## config.mk

```make
export PLATFORM = sky130hd
export DESIGN_NAME = log2_to_lin
export DESIGN_NICKNAME = d
export VERILOG_FILES = /design/src/rtl/softmax_pkg.sv /design/src/rtl/pow2_shift.sv /design/src/rtl/log2_to_lin.sv
export SDC_FILE = /design/constraint.sdc
export NUM_CORES = 1
export LEC_CHECK = 0
export CORE_UTILIZATION = 54
export CTS_CLUSTER_DIAMETER = 120
export DETAILED_ROUTE_END_ITERATION = 10
export DONT_BUFFER_PORTS = 1
export HOLD_SLACK_MARGIN = 0.02
export PLACE_DENSITY = 0.72
export SLEW_MARGIN = 5
export SYNTH_ARGS = -nofsm -noshare
export SYNTH_HDL_FRONTEND = slang
export SYNTH_HIERARCHICAL = 1
export SYNTH_SLANG_ARGS = --single-unit
```

## constraint.sdc

```tcl
create_clock -name clk -period 2.15 [get_ports clk]
set_input_delay 0.5375 -clock clk [delete_from_list [all_inputs] [get_ports clk]]
set_output_delay 0.5375 -clock clk [all_outputs]
set_load 0.02 [all_outputs]
```

## src/rtl/softmax_pkg.sv

```systemverilog
// Constants shared by the pseudo-softmax datapath blocks
// (log-domain adder, log2_to_lin converter, output serializer).
package softmax_pkg;

    localparam int LOG_DATA_WIDTH  = 8;
    localparam int LOG_FRAC_BITS   = 4;
    localparam int PROB_WIDTH      = 8;
    localparam int VEC_LEN_DEFAULT = 4;
    localparam int PROB_ONE        = 1 << (PROB_WIDTH - 1);

    // Element counter width; a one-element vector still needs one bit.
    function automatic int cnt_width(input int n);
        return (n > 1) ? $clog2(n) : 1;
    endfunction

endpackage

```

## src/rtl/pow2_shift.sv

```systemverilog
// Combinational 2^x datapath: mantissa build, shift, round, saturate.
// POW2_ROUND_EN selects round-half-up instead of truncation.
module pow2_shift
    import softmax_pkg::*;
#(
    parameter int DATA_WIDTH = LOG_DATA_WIDTH,
    parameter int FRAC_BITS  = LOG_FRAC_BITS,
    parameter int OUT_WIDTH  = PROB_WIDTH,
    parameter int IW         = DATA_WIDTH - FRAC_BITS
) (
    input  logic signed [IW-1:0]        i,
    input  logic        [FRAC_BITS-1:0] f,
    input  logic                        pos,
    output logic        [OUT_WIDTH-1:0] data,
    output logic                        sat
);

    localparam int SW = IW + 1;
    localparam logic [OUT_WIDTH-1:0] ONE = OUT_WIDTH'(1) << (OUT_WIDTH - 1);

    logic signed [SW-1:0]        i_ext;
    logic        [SW-1:0]        sh;
    logic        [OUT_WIDTH-1:0] v;
    logic                        zero;
    logic                        big;

    // Widen before negating so the most-negative integer part cannot wrap.
    assign i_ext = SW'(i);
    assign sh    = -i_ext;
    assign v     = OUT_WIDTH'({1'b1, f}) << (OUT_WIDTH - 1 - FRAC_BITS);
    assign zero  = (i == '0) && (f == '0);

`ifdef POW2_ROUND_EN
    assign big = int'(sh) > OUT_WIDTH;
`else
    assign big = int'(sh) >= OUT_WIDTH;
`endif

    always_comb begin
        data = '0;
        sat  = 1'b0;
        if (pos) begin
            data = '1;
            sat  = 1'b1;
        end else if (zero) begin
            data = ONE;
        end else if (big) begin
            data = '0;
        end else begin
`ifdef POW2_ROUND_EN
            data = OUT_WIDTH'(({1'b0, v}
                   + ((OUT_WIDTH + 1)'(1) << (sh - SW'(1)))) >> sh);
`else
            data = v >> sh;
`endif
        end
    end

endmodule

```

## src/rtl/log2_to_lin.sv

```systemverilog
// Streaming log2 -> linear converter, 2-stage valid/ready pipeline.
// Rounding mode is selected by POW2_ROUND_EN (see pow2_shift).
module log2_to_lin
    import softmax_pkg::*;
#(
    parameter int DATA_WIDTH = LOG_DATA_WIDTH,
    parameter int FRAC_BITS  = LOG_FRAC_BITS,
    parameter int OUT_WIDTH  = PROB_WIDTH,
    parameter int VEC_LEN    = VEC_LEN_DEFAULT
) (
    input  logic                  clk,
    input  logic                  rst_n,
    input  logic                  in_valid,
    output logic                  in_ready,
    input  logic [DATA_WIDTH-1:0] in_data,
    output logic                  out_valid,
    input  logic                  out_ready,
    output logic [OUT_WIDTH-1:0]  out_data,
    output logic                  out_sat,
    output logic                  out_last
);

    localparam int IW = DATA_WIDTH - FRAC_BITS;
    localparam int CW = cnt_width(VEC_LEN);
    localparam logic [CW-1:0] CNT_LAST = CW'(VEC_LEN - 1);

    logic                  s1_valid;
    logic signed [IW-1:0]  s1_i;
    logic [FRAC_BITS-1:0]  s1_f;
    logic                  s1_pos;
    logic                  s1_last;
    logic                  s2_valid;
    logic                  s2_free;
    logic                  in_fire;
    logic [CW-1:0]         cnt;
    logic [OUT_WIDTH-1:0]  p_data;
    logic                  p_sat;

    assign s2_free   = !s2_valid || out_ready;
    assign in_ready  = !s1_valid || s2_free;
    assign in_fire   = in_valid && in_ready;
    assign out_valid = s2_valid;

    pow2_shift #(
        .DATA_WIDTH (DATA_WIDTH),
        .FRAC_BITS  (FRAC_BITS),
        .OUT_WIDTH  (OUT_WIDTH),
        .IW         (IW)
    ) u_pow2 (
        .i    (s1_i),
        .f    (s1_f),
        .pos  (s1_pos),
        .data (p_data),
        .sat  (p_sat)
    );

    always_ff @(posedge clk or negedge rst_n) begin
        if (!rst_n) begin
            s1_valid <= 1'b0;
            s1_i     <= '0;
            s1_f     <= '0;
            s1_pos   <= 1'b0;
            s1_last  <= 1'b0;
            s2_valid <= 1'b0;
            out_data <= '0;
            out_sat  <= 1'b0;
            out_last <= 1'b0;
            cnt      <= '0;
        end else begin
            if (in_ready) begin
                s1_valid <= in_valid;
                if (in_valid) begin
                    // Upper bits of x are floor(x) in two's complement.
                    s1_i    <= in_data[DATA_WIDTH-1:FRAC_BITS];
                    s1_f    <= in_data[FRAC_BITS-1:0];
                    s1_pos  <= !in_data[DATA_WIDTH-1] && (|in_data);
                    s1_last <= (cnt == CNT_LAST);
                end
            end
            if (s2_free) begin
                s2_valid <= s1_valid;
                if (s1_valid) begin
                    out_data <= p_data;
                    out_sat  <= p_sat;
                    out_last <= s1_last;
                end
            end
            if (in_fire) begin
                cnt <= (cnt == CNT_LAST) ? '0 : cnt + 1'b1;
            end
        end
    end

endmodule

```

Word-level counts from Yosys, hierarchy flattened
Cells that the tools add are included.
{ "op_classes": {"n_eq_ne": 1, "order_cmp": 1, "n_reduce_logical": 13, "add_sub_neg": 2, "n_shift": 1, "mux": 5} }
{ "op_table": {"columns": ["operator", "count"], "rows": [
  ["two-way mux 8 bit", 3],
  ["zero test 4 bit", 2],
  ["OR reduction 8 bit", 1],
  [">> shifter 8 x 5 -> 8 bit", 1],
  [">= comparator 5 x 4 -> 1 bit (second input constant)", 1],
  ["negation 4 -> 5 bit", 1],
  ["AND reduction 2 bit", 2],
  ["logical AND 1 bit", 3],
  ["zero test 1 bit", 3],
  ["adder 2 x 1 -> 2 bit (second input constant)", 1],
  ["equality test 2 bit (second input constant)", 1],
  ["logical OR 1 bit", 2],
  ["two-way mux 2 bit", 1],
  ["two-way mux 1 bit", 1]
]} }
{ "word_totals": {"elab_cells": 33, "output_inout_bits": 12, "ff_bits": 24, "input_bits": 12} }

Logic depth before layout (Yosys ltp)
{ "depth": {"depth_word": 5, "ltp_mapped": 10, "ltp_nobuf": 8} }

By module
The synthesis kept the hierarchy.
{ "modules_own_cells": {"columns": ["module", "area_each_um2", "n_inst", "cells_per_inst", "seq_area_each_um2"], "rows": [
  ["log2_to_lin", 989.7, 1, 58, 600.6],
  ["pow2_shift", 447.9, 1, 68, 0.0]
]} }

Worst setup path before layout
Ideal clock, no wire load.
{ "synth_path": {"path_type": "register -> register", "startpoint": "register s1_i[0]", "endpoint": "register out_data[3]", "synth_period_minus_slack_ps": 2047, "arrival_time_ps": 1923, "stages_incl_launch_ff": 10, "path_buffers": 1, "setup_time_ps": 125, "setup_slack_ps": 103, "required_time_ps": 2025, "cell_sequence": "dfrtp_1 -> buf_2 -> inv_1 -> ha_1 -> and2b_4 -> clkinv_1 -> a21oi_1 -> a211o_1 -> a31o_1 -> mux2_2"} }
{ "synth_via": {"elab_chain_len": 5, "elab_cells_between_ends": 8, "classes_between": "1 x add/sub; 1 x order compare; 1 x shift; 3 x mux; 2 x reduce/logical"} }
{ "synth_lines": {"columns": ["item", "line", "source"], "rows": [
  ["from (decl)", "log2_to_lin.sv:28", "logic signed [IW-1:0] s1_i;"],
  ["from (signal assigned)", "log2_to_lin.sv:74", "s1_i <= in_data[DATA_WIDTH-1:FRAC_BITS];"],
  ["negation 4 -> 5 bit", "pow2_shift.sv:29", "assign sh = -i_ext;"],
  [">= comparator 5 x 4 -> 1 bit / >> shifter 8 x 5 -> 8 bit (equally long branches)", "pow2_shift.sv:36, pow2_shift.sv:54", null],
  ["two-way mux 8 bit", "pow2_shift.sv:47", "end else if (big) begin"],
  ["two-way mux 8 bit *", "pow2_shift.sv:45", "end else if (zero) begin"],
  ["two-way mux 8 bit *", "pow2_shift.sv:42", "if (pos) begin"],
  ["net p_data[3]", "log2_to_lin.sv:36", "logic [OUT_WIDTH-1:0] p_data;"],
  ["to (signal assigned)", "log2_to_lin.sv:83", "out_data <= p_data;"],
  ["to (decl)", "log2_to_lin.sv:18", "output logic [OUT_WIDTH-1:0] out_data,"]
]} }
The timed path passes the listed nets; every way through them passes the cells marked *.
A chain may end at the register's enable or synchronous reset.

Worst setup path after layout
{ "layout_path": {"startpoint": "register s1_i[1]", "endpoint": "register out_data[3]"} }
The elaborated chain is that of the path after synthesis.

==> flow_summary.ini <==
[timing]
rsz0062_at_grt = no
relSlewSlack = 0.284
tns_ps = 0
period_share = 0.930
drv_slew = 0
setup_viol = 0
hold_violations = 0
worstMarginPinSlew_ps = 1070
clock_skew_ps = 7.36
layout_min_cycle_time_ps = 2000
timing.fmax_mhz = 500

[synthesis]
async_reset_ff_frac = 1.00
synthDistinctLibCells = 42
synth_commonest_cells = 24 x dfrtp_1, 13 x mux2_2, 10 x mux2_4
yosysSeqAreaShare = 0.418
ys_ff_latch = 24
ys_dominant_reg_cell = dfrtp_1
synth.top_cell.area_share = 0.418
syn-cell-area_sq_um = 1440
yosysMostFrequentCell = dfrtp_1
synth.area.top_cells = dfrtp_1 42%, mux2_4 10%, mux2_2 10%
syn_avg_cell_area_sq_um = 11.4
syn_inst = 126
syn_nets = 141
synth_edf_count = 0
synth_top_area_cell = dfrtp_1
ys_warn_count = 6

[worst_setup_path]
worst-path-buf-inv = 2
endpoint_kind = flip-flop
crit_type = reg2reg
crit_family = compound AO/OA/AOI/OAI gates
cp_cell_sequence = inv_1, ha_1, buf_4, o32a_1, o21ai_1, nand3_1, a31o_1, mux2_2
crit_path_start_kind = flip-flop
crit_slowest_cell = dfrtp_1
cp_max_fo = 7
crit_path_max_incr_delay_ps = 440
worstPathRequired_ps = 2360
cp_data_arrival_time_ps = 2210

[routing]
via_per_inst = 5.85
top_layer = met4
wl_met3_um = 53
drt_iter0_drc = 23
drc = 0
drt_wl_total_um = 2510
wl_met2_um = 1210
wl_met1_um = 1230
antenna_left = 0
drtPass1Iterations = 4
via_count = 942
routedWlPerCell_um = 15.6

[power]
peakVddDrop_mv = 0.739
p_per_area_nw_per_um2 = 1020
p_leak_nw = 0.664

[placement]
gp_congestion = 0.869
dpl_cell_area_sq_um = 1470
post-dp-hpwl_um = 1870
io_buffers = 0

[worst_hold_path]
hold_path_class = in2reg

[floorplan]
dieArea_sq_um = 2870
start_util = 0.575
die_h_um = 53.6
num_rows = 18
chipWidth_um = 53.6
ios = 24
coreArea_sq_um = 2500

[cells_and_area]
final_area_sq_um = 1540
nets = 147
syn2layout_area_growth_pct = 6.79
nFillCells = 195
antennaDiodeCount = 0
drive_above_1_share = 0.344

[global_route]
grt_max_degree = 25
grt_pass1_vias = 852
grt.overflow.total = 0
grt.total_usage = 0.190
antenna_found_initial = 0
grt_pass1_wl_um = 3860

[clock_network]
cts_tree = done
htreeDepth = 1
root_buffer = clkbuf_4
cts_made_buffers = 3
clk_pin_slew_ps = 130
clock_latency_ps = 310
cts_sinks = 24
clk_path_buf_depth = 2
cts_resized = 0
cts_setup_buffers = 0

[job]
drv_cap = 0

[outcome]
outcome = finished clean
## through the flow
stage	hold slack (ps)	util	cells	power, mW	worst slack [ps]
after global placement	243	0.589	156	1.24	192
after CTS	312	0.614	161	1.58	168
final	326	0.614	161	1.56	151
after global routing	308	0.614	161	1.66	38.9
after detailed placement	243	0.589	156	1.25	181
after floorplan	242	-	126	1.14	103
## state kept, by name, summed over array words and instances, names as in the netlist, 2 cells and up
register and cells:
out_data 8, s1_i 4, cnt 2, s1_f 4
## timing repair
action,CTS,global route
hold buffers,1,0
setup endpoints to repair,0,0
hold endpoints to repair,24,0
## worst paths after layout
path / to / slack (ps) / depth (start not counted) / startpoint
min reg2reg: out_last / 520 / 1 / s1_last
max in group asynchronous: s1_i[0] / 650 / 1 / rst_n
min: s1_valid / 330 / 1 / in_valid
max reg2reg: out_data[3] / 150 / 8 / s1_i[1]
min in group asynchronous: out_data[2] / 860 / 1 / rst_n
max: out_data[3] / 150 / 8 / s1_i[1]
## per-layer routing
metal,GRT usage,vias to the layer above
met5,0,-
met3,0.0339,2
met1,0.263,464
met2,0.304,15
met4,0.0526,0
li1,-,461
## kinds of logic after synthesis
logic type	count (synthesis)	synth area share
mux	24	0.214
fa+ha+maj	3	0.0261
compound gates	28	0.146
flops	24	0.418
buf+inv	10	0.0435
simple gates	37	0.152
## cells in the final DEF (no fill, tap or decap), drive strengths merged, types with 2 or more instances in the layout
cell type	instances
a22oi	2
nand3b	2
o21ai	10
ha	3
mux2	24
nand2b	4
nor2	9
inv	3
clkbuf	3
o221ai	2
dfrtp	24
nand2	11
nand3	3
buf	6
a21oi	5
nor3	3
## report_power, final
group / internal [mW] / leakage (nW) / switching [mW]
clock network: 0.188 / 0.0279 / 0.128
registers: 0.571 / 0.279 / 0.185
logic: 0.264 / 0.357 / 0.227
## worst register-to-register path: stages, from the launching register on
cell and delay [ps]:
dfrtp_1 440, inv_1 100, ha_1 370, buf_4 180
o32a_1 150, o21ai_1 120, nand3_1 110, a31o_1 190
mux2_2 250
## cell type report
cell class	count	area, sq um	area share
Sequential cell	24	601	0.391
Inverter	4	15.0	0.00978
Clock inverter	1	30.0	0.0196
Clock buffer	3	22.5	0.0147
Timing Repair Buffer	7	55.1	0.0359
Tap cell	30	37.5	0.0244
Multi-Input combinational cell	92	774	0.504
(Power assumes the default switching activity.)
